[src/rtl/fp_pkg.sv]
`default_nettype none
// ============================================================================
//  Module   : fp_pkg
//  Purpose  : Shared definitions for the packed-float divider slice:
//             default-format constants, operand class encoding, canonical
//             qNaN and field-extract / classify helpers.
//  Revision : 1.0 - initial release
// ============================================================================
package fp_pkg;

    localparam int FP_NEXP = 8;
    localparam int FP_NSIG = 7;
    localparam int FP_W    = 1 + FP_NEXP + FP_NSIG;

    localparam int                  BIAS    = 2**(FP_NEXP-1) - 1;
    localparam logic [FP_NEXP-1:0]  EXP_MAX = '1;

    // Canonical quiet NaN: sign 0, exponent all-ones, fraction MSB set.
    localparam logic [FP_W-1:0] QNAN = {1'b0, EXP_MAX, 1'b1, {(FP_NSIG-1){1'b0}}};

    typedef enum logic [1:0] {
        ZERO = 2'd0,
        NORM = 2'd1,
        INF  = 2'd2,
        NAN  = 2'd3
    } fp_class_e;

    function automatic logic fp_sign(input logic [FP_W-1:0] x);
        return x[FP_W-1];
    endfunction

    function automatic logic [FP_NEXP-1:0] fp_exp(input logic [FP_W-1:0] x);
        return x[FP_W-2 -: FP_NEXP];
    endfunction

    function automatic logic [FP_NSIG-1:0] fp_frac(input logic [FP_W-1:0] x);
        return x[FP_NSIG-1:0];
    endfunction

    // Width-independent classifier; subnormals (exp==0) collapse to ZERO.
    function automatic fp_class_e fp_classify(input logic exp_zero,
                                              input logic exp_ones,
                                              input logic frac_nz);
        if (exp_zero)              return ZERO;
        else if (exp_ones && frac_nz) return NAN;
        else if (exp_ones)         return INF;
        else                       return NORM;
    endfunction

endpackage
`default_nettype wire

[src/rtl/fp_div_norm_round.sv]
`default_nettype none
// ============================================================================
//  Module   : fp_div_norm_round
//  Purpose  : Combinational normalise / round-to-nearest-even / pack for the
//             divider. Handles exponent overflow (-> inf) and underflow
//             (-> flush to zero).
//  Ports    : i_sign          result sign
//             i_e   [NEXP+1:0] signed biased exponent before normalisation
//             i_m   [WF+1:0]   quotient significand, 2 int + WF frac bits,
//                              in (0.5, 2)
//             o_q             packed result {sign, exp, frac}
//  Revision : 1.0 - initial release
// ============================================================================
module fp_div_norm_round #(
    parameter int NEXP = 8,
    parameter int NSIG = 7,
    parameter int WF   = 2*NSIG + 4
) (
    input  logic                   i_sign,
    input  logic signed [NEXP+1:0] i_e,
    input  logic        [WF+1:0]   i_m,
    output logic [NEXP+NSIG:0]     o_q
);

    localparam logic signed [NEXP+1:0] c_ONE     = (NEXP+2)'(1);
    localparam logic signed [NEXP+1:0] c_ZERO_E  = '0;
    localparam logic signed [NEXP+1:0] c_EXP_MAX = {2'b00, {NEXP{1'b1}}};

    logic                   w_lt1;
    logic [WF-1:0]          w_mn;      // fraction bits below the leading 1
    logic signed [NEXP+1:0] w_e_n;
    logic [NSIG-1:0]        w_frac;
    logic                   w_guard;
    logic                   w_sticky;
    logic                   w_up;
    logic [NSIG:0]          w_rnd;
    logic signed [NEXP+1:0] w_e_r;

    assign w_lt1    = (i_m[WF+1:WF] == 2'b00);
    assign w_mn     = w_lt1 ? {i_m[WF-2:0], 1'b0} : i_m[WF-1:0];
    assign w_e_n    = w_lt1 ? (i_e - c_ONE) : i_e;

    assign w_frac   = w_mn[WF-1 -: NSIG];
    assign w_guard  = w_mn[WF-NSIG-1];
    assign w_sticky = |w_mn[WF-NSIG-2:0];
    assign w_up     = w_guard & (w_sticky | w_frac[0]);
    assign w_rnd    = {1'b0, w_frac} + {{NSIG{1'b0}}, w_up};

    // A rounding carry leaves the fraction field at zero (significand 2.0),
    // so renormalising only needs the exponent bump.
    assign w_e_r    = w_rnd[NSIG] ? (w_e_n + c_ONE) : w_e_n;

    always_comb begin
        o_q = {i_sign, w_e_r[NEXP-1:0], w_rnd[NSIG-1:0]};
        if (w_e_r >= c_EXP_MAX) begin
            o_q = {i_sign, {NEXP{1'b1}}, {NSIG{1'b0}}};
        end else if (w_e_r <= c_ZERO_E) begin
            o_q = {i_sign, {(NEXP+NSIG){1'b0}}};
        end
    end

endmodule
`default_nettype wire

[src/rtl/reciprocal.sv]
`default_nettype none
// ============================================================================
//  Module   : reciprocal
//  Purpose  : Combinational reciprocal seed for a significand in [1,2).
//             o_r is Q1.NSIG approximating 2/i_d, saturating to all-ones
//             when i_d is exactly 1.0 (where 2.0 is not representable).
//  Ports    : i_d  [NSIG:0]  significand, Q1.NSIG, hidden bit set
//             o_r  [NSIG:0]  seed, Q1.NSIG
//  Revision : 1.0 - initial release
// ============================================================================
module reciprocal #(
    parameter int NSIG = 7
) (
    input  logic [NSIG:0] i_d,
    output logic [NSIG:0] o_r
);

    localparam int              c_W   = 2*NSIG + 2;
    // 2^(2*NSIG+1): dividing by i_d (scaled by 2^NSIG) yields 2/d in Q1.NSIG.
    localparam logic [c_W-1:0]  c_NUM = {1'b1, {(c_W-1){1'b0}}};

    logic [c_W-1:0] w_quo;

    assign w_quo = c_NUM / {{(c_W-NSIG-1){1'b0}}, i_d};
    assign o_r   = (|w_quo[c_W-1:NSIG+1]) ? '1 : w_quo[NSIG:0];

endmodule
`default_nettype wire

[src/rtl/fp_div_nr.sv]
`default_nettype none
// ============================================================================
//  Module   : fp_div_nr
//  Purpose  : Sequential floating-point divider Q = A / B using a reciprocal
//             seed refined by Newton-Raphson, then multiplied by A.
//             One operation in flight, valid/ready on both sides.
//  Ports    : clk, rst (async, active-high)
//             in_valid / in_ready / a / b     operand handshake
//             out_valid / out_ready / q       result handshake
//  Revision : 1.0 - initial release
// ============================================================================
module fp_div_nr
    import fp_pkg::*;
#(
    parameter int NEXP  = 8,
    parameter int NSIG  = 7,
    parameter int ITERS = 2,
    parameter int WF    = 2*NSIG + 4
) (
    input  logic                 clk,
    input  logic                 rst,
    input  logic                 in_valid,
    output logic                 in_ready,
    input  logic [NEXP+NSIG:0]   a,
    input  logic [NEXP+NSIG:0]   b,
    output logic                 out_valid,
    input  logic                 out_ready,
    output logic [NEXP+NSIG:0]   q
);

    localparam int                     c_W      = 1 + NEXP + NSIG;
    localparam int                     c_PW1    = NSIG + WF + 2;
    localparam int                     c_PW2    = 2*WF + 3;
    localparam logic [1:0]             c_ITERS  = 2'(ITERS);
    localparam logic [WF+1:0]          c_TWO    = {2'b10, {WF{1'b0}}};
    localparam logic signed [NEXP+1:0] c_BIAS_E = (NEXP+2)'(2**(NEXP-1) - 1);
    localparam logic [c_W-1:0]         c_QNAN   = {1'b0, {NEXP{1'b1}}, 1'b1, {(NSIG-1){1'b0}}};

    typedef enum logic [2:0] {
        S_IDLE   = 3'd0,
        S_SPEC   = 3'd1,
        S_NR_MUL = 3'd2,
        S_NR_UPD = 3'd3,
        S_QMUL   = 3'd4,
        S_NORM   = 3'd5,
        S_DONE   = 3'd6
    } state_e;

    state_e r_state, w_state_nxt;

    logic [c_W-1:0]         r_a, r_b, r_q;
    logic [WF:0]            r_x;          // 1 int + WF frac
    logic [WF+1:0]          r_t;          // 2 int + WF frac
    logic [WF+1:0]          r_m;          // 2 int + WF frac
    logic signed [NEXP+1:0] r_e;
    logic                   r_sign;
    logic [1:0]             r_iter;

    logic [NEXP-1:0]        w_ea, w_eb;
    logic [NSIG:0]          w_asig, w_bsig, w_recip;
    fp_class_e              w_cls_a, w_cls_b;
    logic                   w_sign;
    logic                   w_nan, w_inf, w_zero, w_special;
    logic [c_W-1:0]         w_spec_q, w_norm_q;
    logic [c_PW1-1:0]       w_bx, w_am;
    logic [c_PW2-1:0]       w_xc;
    logic [WF+1:0]          w_corr;
    logic [1:0]             w_iter_inc;

    // ---------------- operand fields & classification ----------------
    assign w_ea    = r_a[c_W-2 -: NEXP];
    assign w_eb    = r_b[c_W-2 -: NEXP];
    assign w_asig  = {1'b1, r_a[NSIG-1:0]};
    assign w_bsig  = {1'b1, r_b[NSIG-1:0]};
    assign w_sign  = r_a[c_W-1] ^ r_b[c_W-1];
    assign w_cls_a = fp_classify(w_ea == '0, w_ea == '1, r_a[NSIG-1:0] != '0);
    assign w_cls_b = fp_classify(w_eb == '0, w_eb == '1, r_b[NSIG-1:0] != '0);

    assign w_nan     = (w_cls_a == NAN) || (w_cls_b == NAN) ||
                       ((w_cls_a == ZERO) && (w_cls_b == ZERO)) ||
                       ((w_cls_a == INF)  && (w_cls_b == INF));
    assign w_inf     = (w_cls_a == INF)  || (w_cls_b == ZERO);
    assign w_zero    = (w_cls_a == ZERO) || (w_cls_b == INF);
    assign w_special = w_nan || w_inf || w_zero;

    always_comb begin
        w_spec_q = {w_sign, {(NEXP+NSIG){1'b0}}};
        if (w_nan)      w_spec_q = c_QNAN;
        else if (w_inf) w_spec_q = {w_sign, {NEXP{1'b1}}, {NSIG{1'b0}}};
    end

    // ---------------- seed and Newton-Raphson arithmetic ----------------
    reciprocal #(.NSIG(NSIG)) u_recip (
        .i_d (w_bsig),
        .o_r (w_recip)
    );

    assign w_bx       = {{(WF+1){1'b0}}, w_bsig} * {{(NSIG+1){1'b0}}, r_x};
    assign w_am       = {{(WF+1){1'b0}}, w_asig} * {{(NSIG+1){1'b0}}, r_x};
    assign w_corr     = c_TWO - r_t;
    assign w_xc       = {{(WF+2){1'b0}}, r_x} * {{(WF+1){1'b0}}, w_corr};
    assign w_iter_inc = r_iter + 2'd1;

    fp_div_norm_round #(.NEXP(NEXP), .NSIG(NSIG), .WF(WF)) u_norm (
        .i_sign (r_sign),
        .i_e    (r_e),
        .i_m    (r_m),
        .o_q    (w_norm_q)
    );

    // ---------------- control ----------------
    always_ff @(posedge clk or posedge rst) begin
        if (rst) r_state <= S_IDLE;
        else     r_state <= w_state_nxt;
    end

    always_comb begin
        w_state_nxt = r_state;
        in_ready    = 1'b0;
        out_valid   = 1'b0;
        case (r_state)
            S_IDLE: begin
                in_ready = 1'b1;
                if (in_valid) w_state_nxt = S_SPEC;
            end
            S_SPEC:   w_state_nxt = w_special ? S_DONE : S_NR_MUL;
            S_NR_MUL: w_state_nxt = S_NR_UPD;
            S_NR_UPD: w_state_nxt = (w_iter_inc < c_ITERS) ? S_NR_MUL : S_QMUL;
            S_QMUL:   w_state_nxt = S_NORM;
            S_NORM:   w_state_nxt = S_DONE;
            S_DONE: begin
                out_valid = 1'b1;
                if (out_ready) w_state_nxt = S_IDLE;
            end
            default:  w_state_nxt = S_IDLE;
        endcase
    end

    // ---------------- datapath registers ----------------
    always_ff @(posedge clk or posedge rst) begin
        if (rst) begin
            r_a    <= '0;
            r_b    <= '0;
            r_q    <= '0;
            r_x    <= '0;
            r_t    <= '0;
            r_m    <= '0;
            r_e    <= '0;
            r_sign <= 1'b0;
            r_iter <= '0;
        end else begin
            case (r_state)
                S_IDLE: begin
                    if (in_valid) begin
                        r_a    <= a;
                        r_b    <= b;
                        r_iter <= '0;
                    end
                end
                S_SPEC: begin
                    r_sign <= w_sign;
                    r_e    <= $signed({2'b00, w_ea}) - $signed({2'b00, w_eb}) + c_BIAS_E;
                    if (w_special) r_q <= w_spec_q;
                    // x0 = R/2: the Q1.NSIG seed lands one bit lower in WF.
                    else           r_x <= {1'b0, w_recip, {(WF-NSIG-1){1'b0}}};
                end
                S_NR_MUL: r_t <= (WF+2)'(w_bx >> NSIG);
                S_NR_UPD: begin
                    r_x    <= (WF+1)'(w_xc >> WF);
                    r_iter <= w_iter_inc;
                end
                S_QMUL:   r_m <= (WF+2)'(w_am >> NSIG);
                S_NORM:   r_q <= w_norm_q;
                default: ;
            endcase
        end
    end

    assign q = r_q;

endmodule
`default_nettype wire

[config.mk]
export PLATFORM = sky130hd
export DESIGN_NAME = fp_div_nr
export DESIGN_NICKNAME = d
export VERILOG_FILES = /design/src/rtl/fp_pkg.sv /design/src/rtl/fp_div_norm_round.sv /design/src/rtl/reciprocal.sv /design/src/rtl/fp_div_nr.sv
export SDC_FILE = /design/constraint.sdc
export NUM_CORES = 2
export LEC_CHECK = 0
export CAP_MARGIN = 20
export CORE_MARGIN = 4
export CORE_UTILIZATION = 50
export DETAILED_ROUTE_END_ITERATION = 6
export PLACE_DENSITY = 0.66
export SYNTH_ARGS = -nofsm -noshare
export SYNTH_HDL_FRONTEND = slang
export SYNTH_SLANG_ARGS = --single-unit
[constraint.sdc]
create_clock -name clk -period 28.8 [get_ports clk]
set_clock_uncertainty 0.15 [all_clocks]
set_input_delay 7.2 -clock clk [delete_from_list [all_inputs] [get_ports clk]]
set_output_delay 7.2 -clock clk [all_outputs]
set_load 0.02 [all_outputs]
==> impl_metrics.json <==
{
  "syn_inst": 3408,
  "pre_cts_ws_ps": 8820,
  "arrival_ps": 20390,
  "grt_first_pass_wirelength_um": 120000,
  "hold_class": "reg2reg",
  "start_util_pct": 50.9,
  "ant_nets": 0,
  "dr.pass1.iters": 7,
  "critical_path_class": "reg2reg",
  "clk_pin_slew_ps": 70,
  "netlist_area_um2": 29600,
  "clock-sinks": 123,
  "wire_per_inst_um": 17.0,
  "rsz0062_at_grt": "no",
  "max_stage_delay_ps": 690,
  "h-tree-depth": 4,
  "critPathRequiredTime_ps": 28960,
  "num_rows": 88,
  "synth_flop_cell": "dfrtp_1",
  "yosysUniqueCellTypes": 104,
  "root_buffer": "clkbuf_16",
  "wirelength_um": 70200,
  "die_h_um": 251,
  "chipWidth_um": 251,
  "max_slew_margin_pct": 32.6,
  "core_area_um2": 58100,
  "layout-drive-gt1-share_pct": 4.26,
  "setup_viol": 0,
  "fin_crit_ps": 20230,
  "grt_pass1_vias": 23200,
  "max-clock-path-buffers": 2,
  "nets": 4165,
  "fmax_ghz": 0.0494,
  "synth_top_area_cell": "fa_1",
  "status": "complete, no violations",
  "routabilityCongestion": 0.884,
  "fin_hold_ws_ps": 332,
  "final_common_cell": "inv_1",
  "topRoutingLayerUsed": "met4",
  "clk_latency_ps": 440,
  "met2_length_um": 34500,
  "fill_cells": 5457,
  "cts_hold_buf": 0,
  "tns_ps": 0,
  "post_cts_buffers": 0,
  "cp-end-kind": "flop",
  "maxCapViolations": 0,
  "die_area_um2": 63200,
  "hold_violations": 0,
  "area_growth_pct": 6.05,
  "crit_path_start_kind": "flop",
  "cts_tree": "yes",
  "met1Wirelength_um": 31400,
  "cts_buffers": 17,
  "wl_met3_um": 2860,
  "ys_ff_latch": 123,
  "drv_slew": 0,
  "avgSynthCellArea_um2": 8.69,
  "cp_slowest_cell": "dfrtp_1",
  "layout_common_cells": "541 x inv_1, 509 x nand2_1, 506 x fa_1",
  "layout_setup_ws_ps": 8570,
  "grt_overflow": 0,
  "worstPathMaxFanout": 21,
  "port_buffers": 53,
  "synth_edf_count": 0,
  "drt_iter0_drc": 1284,
  "timing.final.crit_share_pct": 70.2,
  "ys_top_cells_by_area": "fa_1 34%, ha_1 11%, dfrtp_1 10%, inv_1 6.9%, and2_1 6.7%",
  "viasPerCell": 5.39,
  "drcViolationCount": 0,
  "yosysSeqAreaShare_pct": 10.4,
  "grt_usage_pct": 23.1,
  "place.detailed.hpwl_um": 53900,
  "ys_warn_count": 0,
  "vias": 22300,
  "antenna_found_initial": 2,
  "grt_max_degree": 66,
  "async_reset_ff_share_pct": 100,
  "worst_slew_pin_slew_ps": 1010,
  "io_pins": 54,
  "utilization_pct": 54.0,
  "synth_top_area_share_pct": 34.2,
  "cts_resized": 0,
  "path_common_cell": "a21o_1"
}
-- state kept, by name, summed over array words and instances (netlist names) --
signal / flops
r_m: 20
r_t: 20
r_x: 19
q: 16
r_a: 16
r_b: 16
r_e: 10
r_state: 3
r_iter: 2
r_sign: 1
-- per-layer routing --
layer,vias to the layer above,GRT usage [%]
li1,10700,-
met1,11200,32.1
met2,420,39.4
met3,76,2.16
met4,0,5.42
met5,-,0
-- stage by stage --
step,instance area (µm²),instances
floorplan,29600,3409
global placement,30800,4110
detailed placement,30800,4110
CTS,31400,4142
global route,31400,4143
finish,31400,4143
-- area by class of cell --
type / count / area (µm²) / share of cell area [%]
Tap cell: 765 / 957 / 3.05
Timing Repair Buffer: 97 / 861 / 2.74
Inverter: 543 / 2040 / 6.51
Multi-Input combinational cell: 2582 / 23900 / 76.1
Clock buffer: 19 / 433 / 1.38
Antenna cell: 1 / 2.50 / 0.00797
Sequential cell: 123 / 3080 / 9.80
Clock inverter: 13 / 144 / 0.458
-- worst max-delay path: cells and delay by family (launching register included) --
| kind | cells | cell delay (ps) |
|---|---|---|
| fa+ha+maj | 9 | 3250 |
| flops | 1 | 690 |
| buf+inv | 3 | 760 |
| simple gates | 26 | 5210 |
| compound gates | 42 | 8570 |
| mux | 5 | 1460 |
-- logic make-up after synthesis --
| family | count (synthesis) | synth area share [%] |
|---|---|---|
| AO/OA/AOI/OAI | 467 | 10.2 |
| XOR/XNOR | 147 | 4.35 |
| adder cells (fa/ha/maj) | 765 | 45.1 |
| buffers and inverters | 704 | 8.98 |
| flip-flops | 123 | 10.4 |
| multiplexers | 40 | 1.54 |
| other | 1 | 0.0127 |
| AND/OR/NAND/NOR | 1161 | 19.4 |
-- worst paths after layout --
kind | from | end | slack, ps | depth (start not counted)
worst min-delay path | r_sign | r_sign | 330 | 2
max in group asynchronous | rst | r_t[18] | 20190 | 3
min in group asynchronous | rst | q[3] | 7070 | 2
worst min register to register | r_sign | r_sign | 330 | 2
worst max register to register | r_b[1] | r_x[10] | 8570 | 85
worst max-delay path | r_b[1] | r_x[10] | 8570 | 85
-- synth_stat cells, types with 13 or more instances --
| cell | n |
|---|---|
| clkbuf_1 | 146 |
| nand2b_1 | 24 |
| mux2_2 | 26 |
| nor4_1 | 15 |
| nand4_1 | 15 |
| nor2_1 | 100 |
| a21oi_1 | 113 |
| and2_1 | 317 |
| xnor2_1 | 94 |
| nor2b_1 | 18 |
| ha_1 | 259 |
| o21ai_0 | 151 |
| xor2_1 | 53 |
| o31ai_1 | 13 |
| nand2_1 | 509 |
| dfrtp_1 | 123 |
| or3_1 | 16 |
| a21o_1 | 46 |
| fa_1 | 506 |
| o21a_1 | 18 |
| and3_1 | 17 |
| nand3_1 | 36 |
| nor3_1 | 42 |
| inv_1 | 542 |
Power is not shown: default switching activity piles up to over one toggle a cycle in this logic, so the estimate is an artifact.
